===== src/rtl/ex_stage.sv =====
// MIPS execute stage: ALU, branch resolution, destination select, an iterative
// shift-add multiplier feeding HI/LO, and the EX/MEM pipeline register.
module ex_stage #(
  parameter int DATA_W = 32
) (
  input  logic              clk,
  input  logic              rst,
  input  logic              in_valid,
  input  logic              flush,
  input  logic [DATA_W-1:0] ex_a,
  input  logic [DATA_W-1:0] ex_b,
  input  logic [DATA_W-1:0] ex_imm,
  input  logic [DATA_W-1:0] ex_pc4,
  input  logic [4:0]        ex_rt,
  input  logic [4:0]        ex_rd,
  input  logic [5:0]        ex_funct,
  input  logic [2:0]        ex_alu_op,
  input  logic              ex_reg_dst,
  input  logic              ex_alu_src,
  input  logic              ex_branch,
  input  logic              ex_mem_read,
  input  logic              ex_mem_write,
  input  logic              ex_mem_to_reg,
  input  logic              ex_reg_write,
  output logic              stall_o,
  output logic              mem_valid,
  output logic [DATA_W-1:0] mem_alu_result,
  output logic [DATA_W-1:0] mem_store_data,
  output logic [4:0]        mem_wreg,
  output logic              mem_mem_read,
  output logic              mem_mem_write,
  output logic              mem_mem_to_reg,
  output logic              mem_reg_write,
  output logic              mem_br_taken,
  output logic [DATA_W-1:0] mem_br_target
);

  localparam int CNT_W = (DATA_W > 1) ? $clog2(DATA_W) : 1;
  localparam logic [CNT_W-1:0] CNT_LAST = CNT_W'(DATA_W - 1);
  localparam logic [CNT_W-1:0] CNT_ONE  = CNT_W'(1);

  localparam logic [2:0] ALU_ADD   = 3'b000;
  localparam logic [2:0] ALU_SUB   = 3'b001;
  localparam logic [2:0] ALU_RTYPE = 3'b010;
  localparam logic [2:0] ALU_ANDI  = 3'b011;
  localparam logic [2:0] ALU_ORI   = 3'b100;
  localparam logic [2:0] ALU_SLTI  = 3'b101;

  localparam logic [5:0] F_ADD  = 6'h20;
  localparam logic [5:0] F_SUB  = 6'h22;
  localparam logic [5:0] F_AND  = 6'h24;
  localparam logic [5:0] F_OR   = 6'h25;
  localparam logic [5:0] F_SLT  = 6'h2A;
  localparam logic [5:0] F_MULT = 6'h18;
  localparam logic [5:0] F_MFHI = 6'h10;
  localparam logic [5:0] F_MFLO = 6'h12;

  typedef enum logic [0:0] {
    S_IDLE = 1'b0,
    S_MUL  = 1'b1
  } state_t;

  state_t              state_r;
  state_t              state_nxt_s;
  logic [CNT_W-1:0]    cnt_r;
  logic [CNT_W-1:0]    cnt_nxt_s;
  logic                start_s;
  logic                load_s;
  logic                mul_last_s;

  logic [DATA_W-1:0]   op_b_s;
  logic                lt_s;
  logic [DATA_W-1:0]   slt_word_s;
  logic [DATA_W-1:0]   rtype_result_s;
  logic [DATA_W-1:0]   alu_result_s;
  logic                is_mult_s;
  logic [4:0]          wreg_s;
  logic                br_taken_s;
  logic [DATA_W-1:0]   br_target_s;

  logic [DATA_W-1:0]   mcand_r;
  logic [DATA_W-1:0]   mplier_r;
  // Bit 0 of the accumulator is provably zero until the final step, so it is not stored.
  logic [2*DATA_W-1:1] acc_r;
  logic [DATA_W:0]     partial_sum_s;
  logic [2*DATA_W-1:0] acc_step_s;
  logic [DATA_W-1:0]   hi_r;
  logic [DATA_W-1:0]   lo_r;

  // Operand selection, signed compare and branch resolution
  always_comb begin
    op_b_s      = ex_alu_src ? ex_imm : ex_b;
    lt_s        = ($signed(ex_a) < $signed(op_b_s));
    slt_word_s  = {{(DATA_W-1){1'b0}}, lt_s};
    wreg_s      = ex_reg_dst ? ex_rd : ex_rt;
    br_taken_s  = ex_branch && (ex_a == ex_b);
    br_target_s = ex_pc4 + (ex_imm << 2'd2);
    is_mult_s   = in_valid && !flush && (ex_alu_op == ALU_RTYPE) && (ex_funct == F_MULT);
  end

  // R-type result by funct; unknown funct yields zero
  always_comb begin
    rtype_result_s = '0;
    case (ex_funct)
      F_ADD:   rtype_result_s = ex_a + op_b_s;
      F_SUB:   rtype_result_s = ex_a - op_b_s;
      F_AND:   rtype_result_s = ex_a & op_b_s;
      F_OR:    rtype_result_s = ex_a | op_b_s;
      F_SLT:   rtype_result_s = slt_word_s;
      F_MFHI:  rtype_result_s = hi_r;
      F_MFLO:  rtype_result_s = lo_r;
      F_MULT:  rtype_result_s = '0;
      default: rtype_result_s = '0;
    endcase
  end

  // Main ALU result by alu_op
  always_comb begin
    alu_result_s = '0;
    case (ex_alu_op)
      ALU_ADD:   alu_result_s = ex_a + op_b_s;
      ALU_SUB:   alu_result_s = ex_a - op_b_s;
      ALU_RTYPE: alu_result_s = rtype_result_s;
      ALU_ANDI:  alu_result_s = ex_a & op_b_s;
      ALU_ORI:   alu_result_s = ex_a | op_b_s;
      ALU_SLTI:  alu_result_s = slt_word_s;
      default:   alu_result_s = ex_a + op_b_s;
    endcase
  end

  // Multiplier FSM next state, stall and EX/MEM load enable
  always_comb begin
    state_nxt_s = state_r;
    cnt_nxt_s   = cnt_r;
    stall_o     = 1'b0;
    load_s      = 1'b0;
    start_s     = 1'b0;
    mul_last_s  = 1'b0;
    case (state_r)
      S_IDLE: begin
        if (is_mult_s) begin
          start_s     = 1'b1;
          stall_o     = 1'b1;
          state_nxt_s = S_MUL;
          cnt_nxt_s   = '0;
        end else begin
          load_s = in_valid && !flush;
        end
      end
      S_MUL: begin
        // Stall drops in the last cycle so the next instruction arrives as HI/LO commit.
        if (cnt_r == CNT_LAST) begin
          mul_last_s  = 1'b1;
          state_nxt_s = S_IDLE;
          cnt_nxt_s   = '0;
        end else begin
          stall_o   = 1'b1;
          cnt_nxt_s = cnt_r + CNT_ONE;
        end
      end
      default: begin
        state_nxt_s = S_IDLE;
        cnt_nxt_s   = '0;
      end
    endcase
  end

  // One shift-add step: conditional add into the high half, then shift right
  always_comb begin
    partial_sum_s = {1'b0, acc_r[2*DATA_W-1:DATA_W]} +
                    (mplier_r[0] ? {1'b0, mcand_r} : {(DATA_W+1){1'b0}});
    acc_step_s    = {partial_sum_s, acc_r[DATA_W-1:1]};
  end

  // FSM state and iteration counter
  always_ff @(posedge clk) begin
    if (rst) begin
      state_r <= S_IDLE;
      cnt_r   <= '0;
    end else begin
      state_r <= state_nxt_s;
      cnt_r   <= cnt_nxt_s;
    end
  end

  // Multiplier operands, accumulator and HI/LO
  always_ff @(posedge clk) begin
    if (rst) begin
      mcand_r  <= '0;
      mplier_r <= '0;
      acc_r    <= '0;
      hi_r     <= '0;
      lo_r     <= '0;
    end else if (start_s) begin
      mcand_r  <= ex_a;
      mplier_r <= ex_b;
      acc_r    <= '0;
    end else if (state_r == S_MUL) begin
      acc_r    <= acc_step_s[2*DATA_W-1:1];
      mplier_r <= {1'b0, mplier_r[DATA_W-1:1]};
      if (mul_last_s) begin
        hi_r <= acc_step_s[2*DATA_W-1:DATA_W];
        lo_r <= acc_step_s[DATA_W-1:0];
      end else begin
        hi_r <= hi_r;
        lo_r <= lo_r;
      end
    end else begin
      acc_r    <= acc_r;
      mplier_r <= mplier_r;
    end
  end

  // EX/MEM register: controls are gated to zero for bubbles, data is held
  always_ff @(posedge clk) begin
    if (rst) begin
      mem_valid      <= 1'b0;
      mem_alu_result <= '0;
      mem_store_data <= '0;
      mem_wreg       <= 5'd0;
      mem_mem_read   <= 1'b0;
      mem_mem_write  <= 1'b0;
      mem_mem_to_reg <= 1'b0;
      mem_reg_write  <= 1'b0;
      mem_br_taken   <= 1'b0;
      mem_br_target  <= '0;
    end else begin
      mem_valid      <= load_s;
      mem_mem_read   <= load_s && ex_mem_read;
      mem_mem_write  <= load_s && ex_mem_write;
      mem_mem_to_reg <= load_s && ex_mem_to_reg;
      mem_reg_write  <= load_s && ex_reg_write;
      mem_br_taken   <= load_s && br_taken_s;
      if (load_s) begin
        mem_alu_result <= alu_result_s;
        mem_store_data <= ex_b;
        mem_wreg       <= wreg_s;
        mem_br_target  <= br_target_s;
      end else begin
        mem_alu_result <= mem_alu_result;
        mem_store_data <= mem_store_data;
        mem_wreg       <= mem_wreg;
        mem_br_target  <= mem_br_target;
      end
    end
  end

endmodule


===== config.mk =====
export PLATFORM = sky130hd
export DESIGN_NAME = ex_stage
export DESIGN_NICKNAME = d
export VERILOG_FILES = /design/src/rtl/ex_stage.sv
export SDC_FILE = /design/constraint.sdc
export NUM_CORES = 1
export LEC_CHECK = 0
export BUFFER_PORTS_ARGS = -buffer_cell sky130_fd_sc_hd__buf_2
export CAP_MARGIN = 10
export CORE_MARGIN = 2
export CORE_UTILIZATION = 35
export CTS_CLUSTER_SIZE = 8
export DETAILED_ROUTE_END_ITERATION = 6
export SYNTH_ARGS = -nofsm -noshare
export SYNTH_HDL_FRONTEND = slang
export SYNTH_SLANG_ARGS = --single-unit

===== constraint.sdc =====
create_clock -name clk -period 6.71 [get_ports clk]
set_input_delay 0 -clock clk [delete_from_list [all_inputs] [get_ports clk]]
set_output_delay 0 -clock clk [all_outputs]
set_load 0.03 [all_outputs]

==> results.json <==
{
  "arrival_ns": 4.80,
  "vias": 21200,
  "via_per_inst": 5.61,
  "first_pass_iters": 7,
  "synth_top_area_share_pct": 29.4,
  "min_period_ns": 4.33,
  "io_pins": 266,
  "ant_nets": 0,
  "clock_path_buffers": 3,
  "worst_pin_slew_ns": 1.17,
  "grt_pass1_vias": 19400,
  "critPathMaxStageDelay_ns": 0.64,
  "fillers": 5974,
  "postCtsSetupRepairBufs": 0,
  "cts-htree-levels": 2,
  "root_buffer": "clkbuf_16",
  "fmax_mhz": 231,
  "finalHoldViolCount": 0,
  "finalWirelength_um": 83200,
  "setup.worst_path.class": "in -> reg",
  "hpwl_um": 61000,
  "synth_edf_count": 0,
  "clkLatencyLatePin_ns": 0.59,
  "startpoint_type": "input port",
  "start_util_pct": 35.3,
  "synth.distinct_cells": 99,
  "grt_usage_pct": 26.3,
  "drtIter0Drc": 2402,
  "portBuffers": 265,
  "drc": 8,
  "grt_pass1_wl_um": 122000,
  "yosys.area.top_type": "dfxtp_1",
  "diodes": 0,
  "relSlewSlack_pct": 22.2,
  "largest_reg_flops": 63,
  "setup_viol": 0,
  "die_x_um": 247,
  "crit_fanout": 23,
  "rsz0062_at_grt": "false",
  "ys_warn_count": 0,
  "min_path_type": "in -> reg",
  "end_kind": "register",
  "slew_violations": 0,
  "gp_congestion": 1.02,
  "synthArstFlopShare_pct": 0,
  "final_nets": 3346,
  "antenna_found_initial": 3,
  "seqCellArea_sq_mm": 0.00609,
  "critical_path_required_ns": 7.17,
  "syn_area_per_cell_sq_um": 7.71,
  "cpMaxStageDelayCell": "nand2_1",
  "cts_tree": "built",
  "syn-num-nets": 3019,
  "cts_buffers": 44,
  "syn-cell-area_sq_mm": 0.0207,
  "clkTransAtPathRegs_ns": 0.05,
  "seq_area_frac_synth_pct": 29.4,
  "rows": 89,
  "cp.buffers_inverters": 4,
  "violations": "design-rule violations",
  "grt_max_degree": 75,
  "wl_per_cell_um": 22.0,
  "fin_tns_setup_ns": 0,
  "drive_above_1_share_pct": 13.4,
  "period_share_pct": 64.6,
  "cts_sinks": 304,
  "netlist_instances": 2683,
  "fin_skew_ns": 0.0261,
  "power_density_mw_per_mm2": 205,
  "fp.dieH_um": 247,
  "area_growth_syn_to_layout_pct": 21.8,
  "globalRouteOverflowTotal": 0,
  "fin_util_pct": 42.9,
  "maxCapViolCount": 0,
  "status": "finished with violations",
  "crit_family": "simple AND/OR/NAND/NOR gates",
  "largest-register": "acc_r",
  "die_area_sq_mm": 0.0611,
  "synth_ff_type": "dfxtp_1",
  "p_leak_nw": 10.6,
  "yosys_register_bits": 304,
  "worstPathCellList": "buf_2 -> nand2b_1 -> nor2_1 -> nand2_1 -> nor3_1 -> nor3_2 -> nand2_1 -> inv_1 -> nand3_1 -> a21oi_1 -> dlygate4sd3_1 -> or3_1 -> dlygate4sd3_1",
  "multi_input_area_sq_mm": 0.0135,
  "synth_area_leaders": "dfxtp_1 29%, ha_1 11%, a21oi_1 8.4%",
  "vdd_drop_max_uv": 192,
  "core_region_area_sq_mm": 0.0587
}
[path summary, 6_finish.rpt]
path                                   startpoint                end  slack (ns)  cells past startpoint
worst max register to register        mplier_r[0]          acc_r[63]        2.69                     14
worst max-delay path                 ex_alu_op[1]  mem_br_target[31]        2.38                     13
worst min register to register  mem_br_target[23]  mem_br_target[23]        0.45                      2
worst min-delay path                   ex_imm[19]  mem_br_target[21]        0.02                      5
[cell families (layout without fill, tap and decap cells)]
group	Yosys count	in the layout	synth area share (%)
and+or+nand+nor	923	923	19.7
AOI/OAI and AO/OA	785	785	24.6
DFF	304	304	29.4
buffers and inverters	273	606	5.47
adders and majority gates	178	178	10.9
xor gates and xnor gates	126	126	5.33
muxes	94	94	4.55
[layout by cell type, fill, tap and decap left out, drive strengths merged, types with 78 or more instances in the layout]
cell	n
nor2	229
inv	118
dlygate4sd3	146
xnor2	78
o21ai	113
dfxtp	304
a21oi	354
nand2	436
mux2i	94
ha	174
buf	291
[cells in the mapped netlist (8+ instances only)]
master and number:
nand2_1 436, a21oi_1 349, dfxtp_1 304, nor2_1 229
ha_1 174, inv_1 115, clkbuf_1 100, o21ai_0 98
mux2i_1 94, xnor2_1 78, xor2_1 48, and2_1 47
nor3_1 46, a21o_1 45, nand3_1 38, a211oi_1 34
buf_1 33, a222oi_1 25, nand2b_1 24, a221oi_1 19
a31oi_1 18, nor2b_1 18, o21bai_1 17, nor4_1 16
o221ai_1 15, or3_1 14, o2111ai_1 13, o211ai_1 13
o21ai_1 13, o22ai_1 12, and3_1 11, o21a_1 11
o31ai_1 11, nand4_1 10, buf_2 9, buf_6 9
or2_2 9, a22oi_1 8
[metal layers]
metal | wire length, um | vias to the layer above | GRT usage, %
met1 | 37300 | 10100 | 36.7
met5 | 0 | - | 0
met3 | 6950 | 172 | 4.92
li1 | - | 10100 | -
met2 | 35600 | 902 | 39.4
met4 | 3380 | 0 | 10.7
[where the power goes]
part           leakage [nW]  switching, mW  internal, mW
registers              2.46         0.0244          1.85
clock network         0.583          0.847          1.19
logic                  7.51          0.803         0.460
total                  10.6           1.67          3.50
[stage by stage]
step | std cells | instance area (sq um) | setup WS, ns | hold slack [ns] | total power [mW]
final | 3789 | 25200 | 2.38 | 0.0172 | 5.17
after detailed placement | 3591 | 22500 | 2.40 | 0.204 | 3.06
after CTS | 3789 | 25200 | 2.65 | 0.00186 | 5.16
after floorplan | 2683 | 20700 | 3.15 | 0.122 | 2.68
after global routing | 3789 | 25200 | 2.19 | 0.0277 | 5.36
after global placement | 3591 | 22500 | 2.52 | 0.200 | 3.07
[final cells by class]
type,instances,area share [%]
tap,773,3.84
inverter,117,1.74
clock buffer,48,4.51
multi-input combinational,2106,53.7
timing repair buffer,437,11.9
clock inverter,4,0.209
sequential,304,24.2
[tightest hold or removal path: stages]
cell	delay, ns
buf_2	0.10
ha_1	0.22
xnor2_1	0.10
nand2_1	0.06
a21oi_1	0.06
[timing repair]
action	in CTS	in global routing
gates resized for setup	0	0
hold buffers	146	0
endpoints found under the hold margin	168	0
Power figures use the tool's default switching activity.
